==> src/rtl/cpu_pkg.sv <==
// Shared definitions for the 16-bit RISC core:
// datapath sizes, opcodes and execute-stage FSM states.
package cpu_pkg;

    localparam int WIDTH = 16;
    localparam int AREGS = 3;

    localparam logic [3:0] OP_ADD = 4'd0;
    localparam logic [3:0] OP_SUB = 4'd1;
    localparam logic [3:0] OP_AND = 4'd2;
    localparam logic [3:0] OP_OR  = 4'd3;
    localparam logic [3:0] OP_XOR = 4'd4;
    localparam logic [3:0] OP_NOT = 4'd5;
    localparam logic [3:0] OP_SHL = 4'd6;
    localparam logic [3:0] OP_SHR = 4'd7;
    localparam logic [3:0] OP_SRA = 4'd8;
    localparam logic [3:0] OP_MUL = 4'd9;
    localparam logic [3:0] OP_CMP = 4'd10;
    localparam logic [3:0] OP_MOV = 4'd11;

    typedef enum logic {
        ST_IDLE = 1'b0,
        ST_MUL  = 1'b1
    } state_t;

endpackage

==> src/rtl/mul_iter.sv <==
// Iterative unsigned shift-add multiplier, one multiplier bit per cycle.
// done is high during the last iteration; product then shows the final value.
module mul_iter
    import cpu_pkg::*;
#(
    parameter int W = WIDTH
) (
    input  logic           clk,
    input  logic           reset,
    input  logic           start,
    input  logic [W-1:0]   multiplicand,
    input  logic [W-1:0]   multiplier,
    output logic           done,
    output logic [2*W-1:0] product
);

    logic [2*W-1:0] acc_q;
    logic [2*W-1:0] mcand_q;
    logic [2*W-1:0] addend;
    logic [W-1:0]   mplr_q;
    logic [3:0]     cnt_q;
    logic           busy_q;

    // product is the accumulator after the current iteration's add
    assign addend  = mplr_q[0] ? mcand_q : '0;
    assign product = acc_q + addend;
    assign done    = busy_q && (cnt_q == 4'd15);

    always_ff @(posedge clk) begin
        if (reset) begin
            acc_q   <= '0;
            mcand_q <= '0;
            mplr_q  <= '0;
            cnt_q   <= '0;
            busy_q  <= 1'b0;
        end else if (start) begin
            acc_q   <= '0;
            mcand_q <= {{W{1'b0}}, multiplicand};
            mplr_q  <= multiplier;
            cnt_q   <= '0;
            busy_q  <= 1'b1;
        end else if (busy_q) begin
            acc_q   <= product;
            mcand_q <= mcand_q << 1;
            mplr_q  <= mplr_q >> 1;
            cnt_q   <= cnt_q + 4'd1;
            if (done) begin
                busy_q <= 1'b0;
            end
        end
    end

endmodule

==> src/rtl/exec_unit.sv <==
// Execute stage: single-cycle ALU/shift ops plus a 16-cycle iterative MUL,
// driving the register-file write port and condition flags.
module exec_unit
    import cpu_pkg::*;
#(
    parameter int WIDTH = cpu_pkg::WIDTH,
    parameter int AREGS = cpu_pkg::AREGS
) (
    input  logic             clk,
    input  logic             reset,
    input  logic             in_valid,
    output logic             in_ready,
    input  logic [3:0]       op,
    input  logic [WIDTH-1:0] rega,
    input  logic [WIDTH-1:0] regb,
    input  logic [AREGS-1:0] dest,
    output logic [WIDTH-1:0] wdata,
    output logic [AREGS-1:0] wadd,
    output logic             write,
    output logic             flag_z,
    output logic             flag_n,
    output logic             flag_c
);

    state_t           state_q;
    logic [WIDTH-1:0] wdata_q;
    logic [AREGS-1:0] wadd_q;
    logic [AREGS-1:0] dest_q;
    logic             write_q;
    logic             z_q;
    logic             n_q;
    logic             c_q;

    logic             accept;
    logic             mul_start;
    logic             mul_done;
    logic [2*WIDTH-1:0] mul_prod;

    logic [WIDTH:0]     sum;
    logic [WIDTH:0]     diff;
    logic [2*WIDTH-1:0] shl_t;
    logic [2*WIDTH-1:0] shr_t;
    logic [2*WIDTH-1:0] sra_t;
    logic [3:0]         amt;

    logic [WIDTH-1:0] alu_res;
    logic             alu_c;
    logic             alu_wr;
    logic             alu_fl;

    assign in_ready  = (state_q == ST_IDLE) && !reset;
    assign accept    = in_valid && in_ready;
    assign mul_start = accept && (op == OP_MUL);

    // Shifts run in a double-width window so the bit shifted out
    // lands at a fixed position next to the result.
    assign amt   = regb[3:0];
    assign sum   = {1'b0, rega} + {1'b0, regb};
    assign diff  = {1'b0, rega} - {1'b0, regb};
    assign shl_t = {{WIDTH{1'b0}}, rega} << amt;
    assign shr_t = {rega, {WIDTH{1'b0}}} >> amt;
    assign sra_t = $signed({rega, {WIDTH{1'b0}}}) >>> amt;

    always_comb begin
        alu_res = '0;
        alu_c   = 1'b0;
        alu_wr  = 1'b1;
        alu_fl  = 1'b1;
        case (op)
            OP_ADD: begin
                alu_res = sum[WIDTH-1:0];
                alu_c   = sum[WIDTH];
            end
            OP_SUB: begin
                alu_res = diff[WIDTH-1:0];
                alu_c   = diff[WIDTH];
            end
            OP_CMP: begin
                alu_res = diff[WIDTH-1:0];
                alu_c   = diff[WIDTH];
                alu_wr  = 1'b0;
            end
            OP_AND: alu_res = rega & regb;
            OP_OR:  alu_res = rega | regb;
            OP_XOR: alu_res = rega ^ regb;
            OP_NOT: alu_res = ~rega;
            OP_MOV: alu_res = rega;
            OP_SHL: begin
                alu_res = shl_t[WIDTH-1:0];
                alu_c   = shl_t[WIDTH];
            end
            OP_SHR: begin
                alu_res = shr_t[2*WIDTH-1:WIDTH];
                alu_c   = shr_t[WIDTH-1];
            end
            OP_SRA: begin
                alu_res = sra_t[2*WIDTH-1:WIDTH];
                alu_c   = sra_t[WIDTH-1];
            end
            default: begin
                alu_wr = 1'b0;
                alu_fl = 1'b0;
            end
        endcase
    end

    mul_iter #(
        .W(WIDTH)
    ) u_mul (
        .clk          (clk),
        .reset        (reset),
        .start        (mul_start),
        .multiplicand (rega),
        .multiplier   (regb),
        .done         (mul_done),
        .product      (mul_prod)
    );

    always_ff @(posedge clk) begin
        if (reset) begin
            state_q <= ST_IDLE;
            wdata_q <= '0;
            wadd_q  <= '0;
            dest_q  <= '0;
            write_q <= 1'b0;
            z_q     <= 1'b0;
            n_q     <= 1'b0;
            c_q     <= 1'b0;
        end else begin
            write_q <= 1'b0;
            unique case (state_q)
                ST_IDLE: begin
                    if (accept && op == OP_MUL) begin
                        state_q <= ST_MUL;
                        dest_q  <= dest;
                    end else if (accept) begin
                        write_q <= alu_wr;
                        if (alu_wr) begin
                            wdata_q <= alu_res;
                            wadd_q  <= dest;
                        end
                        if (alu_fl) begin
                            z_q <= (alu_res == '0);
                            n_q <= alu_res[WIDTH-1];
                            c_q <= alu_c;
                        end
                    end
                end
                ST_MUL: begin
                    if (mul_done) begin
                        state_q <= ST_IDLE;
                        write_q <= 1'b1;
                        wdata_q <= mul_prod[WIDTH-1:0];
                        wadd_q  <= dest_q;
                        z_q     <= (mul_prod[WIDTH-1:0] == '0);
                        n_q     <= mul_prod[WIDTH-1];
                        c_q     <= |mul_prod[2*WIDTH-1:WIDTH];
                    end
                end
            endcase
        end
    end

    assign wdata  = wdata_q;
    assign wadd   = wadd_q;
    assign write  = write_q;
    assign flag_z = z_q;
    assign flag_n = n_q;
    assign flag_c = c_q;

endmodule

==> config.mk <==
export PLATFORM = sky130hd
export DESIGN_NAME = exec_unit
export DESIGN_NICKNAME = d
export VERILOG_FILES = /design/src/rtl/cpu_pkg.sv /design/src/rtl/mul_iter.sv /design/src/rtl/exec_unit.sv
export SDC_FILE = /design/constraint.sdc
export NUM_CORES = 1
export LEC_CHECK = 0
export BUFFER_PORTS_ARGS = -buffer_cell sky130_fd_sc_hd__buf_2
export CAP_MARGIN = 5
export CORE_ASPECT_RATIO = 0.6
export CORE_MARGIN = 4
export CORE_UTILIZATION = 60
export DETAILED_ROUTE_END_ITERATION = 10
export PLACE_DENSITY_LB_ADDON = 0.05
export SYNTH_ARGS = -nofsm -noshare
export SYNTH_HDL_FRONTEND = slang
export SYNTH_SLANG_ARGS = --single-unit
export TNS_END_PERCENT = 5
==> constraint.sdc <==
create_clock -name clk -period 5 [get_ports clk]
set_input_delay 1 -clock clk [delete_from_list [all_inputs] [get_ports clk]]
set_output_delay 1 -clock clk [all_outputs]
set_load 0.05 [all_outputs]
---- Yosys cells after proc, flatten, opt, wreduce, memory -nomap -nowiden ----
Cells that the tools add are included.
word-level totals
  output and inout bits ................... 24
  input port bits ......................... 42
  flip-flop bits (word level) ............. 112
  logic and storage cells ................. 103
cells by class
  reduce and logical (&&, ||, !) cells .... 17
  shift operators ......................... 3
  multiplexer cells ....................... 43
  add/sub/neg operators ................... 4
  bitwise gates (word level) .............. 5
  equal/unequal tests ..................... 17
operators with widths
  operator              number
  $pmux W16 S10         1
  $mux W16              8
  $add A32 B32 Y32      1
  $logic_not A16 Y1     2
  $mux W32              1
  $pmux W16 S2          1
  $shr A32 B4 Y32       1
  $sshr A32 B4 Y32      1
  $mux W1               21
  $eq A4 B4 Y1 const B  5
  $add A16 B16 Y17      1
  $shl A16 B4 Y17       1
  $sub A16 B16 Y17      1
  $and A16 B16 Y16      1
  $eq A4 B3 Y1 const B  4
  $not A16 Y16          1
  $or A16 B16 Y16       1
  $reduce_or A16 Y1     1
  $xor A16 B16 Y16      1
  $mux W3               4
  $reduce_or A11 Y1     1
  $pmux W1 S2           5
  $reduce_or A10 Y1     1
  $eq A4 B2 Y1 const B  2
  14 further kinds      22

---- Longest topological paths before layout ----
  depth in word-level cells ............... 8
  depth in mapped cells ................... 15
  depth with buffers taken out ............ 14

---- Cells and area by module ----
Synthesis repeated with hierarchy kept, for this count alone.
second synthesis, totals
  cells, all modules ...................... 1,501
  area total of the unflattened synthesis .. 11,344.6 sq um
by module, submodules not included
  module     area an instance (sq um)  cells an instance  sequential area each (sq um)  times used
  exec_unit  6,018.3                   837                540.5                         1
  mul_iter   5,326.4                   664                1,701.6                       1

---- Worst setup path before layout ----
Ideal clock, no wire load.
  kind .................................... input to register
  from .................................... input port regb[1]
  to ...................................... register z_q, in the netlist flag_z
  required time ........................... 4.913 ns
  buffers on the path ..................... 3
  stages .................................. 15
  setup time .............................. 0.087 ns
  slack ................................... 0.595 ns
  data arrival time ....................... 4.318 ns
  cells stage by stage .................... buf_4 -> inv_2 -> buf_4 -> buf_4 -> fa_1 -> nor2b_1 -> o21a_1 -> a2111oi_4 -> o31ai_4 -> a21oi_2 -> o221ai_1 -> a21o_1 -> or4_1 -> or4_1 -> o31ai_1
on the way
  word-level cells in the longest chain between the ends .. 7
  elaborated cells between the ends (all ways) .. 14
  those cells by class .................... 2 x add/sub; 3 x shift; 5 x mux; 3 x bitwise; 1 x reduce/logical
ends and longest elaborated chain
  item                                      RTL line          RTL
  start, declared                           exec_unit.sv:15   input logic [WIDTH-1:0] regb,
  $sub A16 B16 Y17 (tied with other cells)  exec_unit.sv:59   assign diff = {1'b0, rega} - {1'b0, regb};
  $pmux W16 S10 *                           exec_unit.sv:69   case (op)
  $logic_not A16 Y1 *                       exec_unit.sv:143  z_q <= (alu_res == '0);
  $mux W1 *                                 exec_unit.sv:142  if (alu_fl) begin
  $mux W1 *                                 exec_unit.sv:136  end else if (accept) begin
  $mux W1 *                                 exec_unit.sv:133  if (accept && op == OP_MUL) begin
  $pmux W1 S2 *                             exec_unit.sv:131  unique case (state_q)
  end signal, assigned                      exec_unit.sv:143
  end signal, assigned                      exec_unit.sv:155  z_q <= (mul_prod[WIDTH-1:0] == '0);
  end, declared                             exec_unit.sv:30   logic z_q;
Mark *: on every way between the ends. The rest lies on a longest branch, timed or not. The select of a mux whose other input is x is not followed.
A chain may end at the register's enable or synchronous reset.

---- Worst setup path in the final report ----
  from .................................... input port rega[0]
  to ...................................... register z_q, in the netlist flag_z
on the way
  word-level cells in the longest chain between the ends .. 7
  elaborated cells between the ends (all ways) .. 15
  those cells by class .................... 2 x add/sub; 3 x shift; 5 x mux; 4 x bitwise; 1 x reduce/logical
ends and longest elaborated chain
  item                                      RTL line          RTL
  start, declared                           exec_unit.sv:14   input logic [WIDTH-1:0] rega,
  $sub A16 B16 Y17 (tied with other cells)  exec_unit.sv:59
  $pmux W16 S10 *                           exec_unit.sv:69
  $logic_not A16 Y1 *                       exec_unit.sv:143
  $mux W1 *                                 exec_unit.sv:142
  $mux W1 *                                 exec_unit.sv:136
  $mux W1 *                                 exec_unit.sv:133
  $pmux W1 S2 *                             exec_unit.sv:131
Marks and branches as above.

==> results.toml <==
[status]
outcome = "completed"

[global_routing]
grt_max_degree = 68
antenna_found_initial = 0
grt-ovfl-total = 0
grt_pass1_vias = 10422
grt_util_all_layers = 0.370
grt_pass1_wl_um = 60700

[yosys]
syn_nets = 1593
synth_edf_count = 0
syn_inst = 1464
ys_ff_latch = 112
synthArstFlopShare = 0
synth_warnings = 0
yosysUniqueCellTypes = 89
synth_top_area_cell = "dfxtp_1"
syn_area_um2 = 11100
ys_top_cells_by_area = "dfxtp_1, mux2i_1, ha_1"
syn_area_per_cell_um2 = 7.55
synth_flop_cell = "dfxtp_1"
synth-seq-area-share = 0.203
synth_top_area_frac = 0.203

[power]
ir_drop_mv = 0.177
power.static_leakage_nw = 4.89
p_per_area_nw_per_um2 = 205
total_power_mw = 2.44

[finish]
final_area_um2 = 11900
final_cell_mix = "nor2_1, nand2_1, dfxtp_1"
antennaDiodeCount = 0
drive_above_1_share = 0.115
mostFrequentLayoutCell = "nor2_1"
n_fill_cell = 1659
synthToLayoutAreaGrowth_pct = 7.50
nets = 1601

[drt]
postRouteAntennaNets = 0
route.met2.wl_um = 14600
postRouteWirelength_um = 39600
wire_per_inst_um = 23.1
topRoutingLayerUsed = "met4"
wl_met1_um = 18200
wl_met3_um = 6240
drtPass1Iterations = 6
vias_per_cell = 6.83
vias = 11735
drcViolationCount = 0
drt_iter0_markers = 1472

[timing]
grt_setup_unrepaired = "no"
fmax_mhz = 226
slew_headroom = 0.189
finalMaxSlewViolations = 0
hold_viol_final = 0
layout_min_cycle_time_ns = 4.43
holdWs_ns = 0.455
worstMarginPinSlew_ns = 1.21
fin_setup_tns_ns = 0
setup_violations = 0
post-route-period-util = 0.886
skew_ns = 0.0113
worst_slack_ns = 0.571

[critical_path]
cp_data_required_time_ns = 5.27
start_kind = "primary input"
cp_slowest_cell = "or4_1"
crit_family = "compound AO/OA/AOI/OAI gates"
cp-end-kind = "flip-flop"
worstPathArrival_ns = 4.70
cp_slowest_stage_delay_ns = 0.53
path_buf_inv = 3
cp_cell_sequence = "buf_2 > inv_1 > ha_1 > inv_1 > fa_1 > nor2b_1 > o21a_1 > a2111oi_4 > o31ai_4 > a21oi_2 > o221ai_1 > a21o_1 > or4_1 > or4_1 > o31ai_1"
cp_max_fo = 8
crit_type = "primary input to flip-flop"

[floorplan]
die_area_um2 = 20700
die_h_um = 113
pin_count = 66
start_util = 0.612
rows = 38
die_w_um = 183
coreArea_um2 = 18100

[clock_network]
ctsResizeCount = 0
numCtsBuffers = 9
tritoncts = "yes"
clk_latency_ns = 0.36
clkSinkCount = 112
path_clk_slew_ns = 0.08
ctsHoldBuffers = 0
clock_path_buffers = 2
root_buffer = "clkbuf_16"
htree_levels = 3
cts_setup_buffers = 0

[placement]
hpwl_um = 30200
placement.io_buffers = 65
place_congestion = 1.04
place_ws_ns = 0.351
placed_cell_area_um2 = 11500

[worst_hold_path]
min_path_type = "flip-flop to flip-flop"

[flow_run]
maxCapViolCount = 0
-- cells in the mapped netlist, types with 8 or more instances --
| cell | n |
|---|---|
| and2_1 | 36 |
| nand3_1 | 21 |
| o22ai_1 | 17 |
| mux4_2 | 10 |
| ha_1 | 84 |
| dfxtp_1 | 112 |
| clkbuf_1 | 84 |
| o31ai_1 | 12 |
| nor4_1 | 12 |
| a31oi_1 | 9 |
| a21oi_1 | 105 |
| xnor2_1 | 17 |
| buf_2 | 13 |
| a211oi_1 | 63 |
| nor3_1 | 30 |
| nand2b_1 | 9 |
| o211ai_1 | 25 |
| inv_1 | 55 |
| mux2i_1 | 110 |
| nand4_1 | 18 |
| xor2_1 | 10 |
| nor2_1 | 192 |
| a21o_1 | 26 |
| nor2b_1 | 12 |
| nand2_1 | 123 |
| a221oi_1 | 8 |
| a221o_1 | 8 |
| o21ai_0 | 64 |
-- registers in the layout, summed over array words and instances (netlist names) --
register	flops
u_mul.mcand_q	32
flag_n	1
write	1
u_mul.acc_q	32
flag_c	1
u_mul.mplr_q	16
wdata	16
state_q	1
flag_z	1
u_mul.cnt_q	4
dest_q	3
u_mul.busy_q	1
wadd	3
-- final timing paths --
| check | from | endpoint | slack, ns | cells after the start |
|---|---|---|---|---|
| worst max register to register | u_mul.mplr_q[0]$_SDFFE_PP0P_ | flag_c$_SDFFE_PP0P_ | 0.58 | 13 |
| worst max-delay path | rega[0] | flag_z$_SDFFE_PP0P_ | 0.57 | 15 |
| worst min-delay path | wdata[2]$_SDFFE_PP0P_ | wdata[2]$_SDFFE_PP0P_ | 0.45 | 2 |
| worst min register to register | wdata[2]$_SDFFE_PP0P_ | wdata[2]$_SDFFE_PP0P_ | 0.45 | 2 |
-- cells by family after synthesis --
group	after synthesis	synth area share
compound gates	438	0.271
xor+xnor	27	0.0214
fa+ha+maj	87	0.101
flops	112	0.203
buf+inv	173	0.0643
simple gates	501	0.213
mux	126	0.126
-- routing by layer --
metal,global-route usage,vias to the layer above
met5,0,-
met4,0.0605,0
met3,0.164,62
met2,0.472,770
met1,0.569,5542
li1,-,5361
-- power by group --
part	internal (mW)	switching [mW]	leakage, nW
registers	0.906	0.0115	0.905
logic	0.221	0.458	3.82
clock network	0.490	0.351	0.170
-- worst reg2reg max path: cells and delay by family (launching register included) --
kind	cells	cell delay, ns
flip-flops	1	0.88
buffers and inverters	1	0.18
multiplexers	1	0.33
AND/OR/NAND/NOR	4	1.21
AO/OA/AOI/OAI	5	1.26
adder cells (fa/ha/maj)	2	0.43
-- layout make-up --
class	count	area (um^2)	area share
Clock inverter	4	80.1	0.00674
Tap cell	240	300	0.0253
Clock buffer	12	268	0.0225
Timing Repair Buffer	107	641	0.0539
Inverter	63	236	0.0199
Multi-Input combinational cell	1179	8110	0.683
Sequential cell	112	2250	0.189
-- metrics by stage --
step / instances / util
CTS: 1717 / 0.658
detailed placement: 1701 / 0.638
finish: 1717 / 0.658
floorplan: 1464 / -
global route: 1717 / 0.658
global placement: 1701 / 0.638
Power figures use the tool's default switching activity.
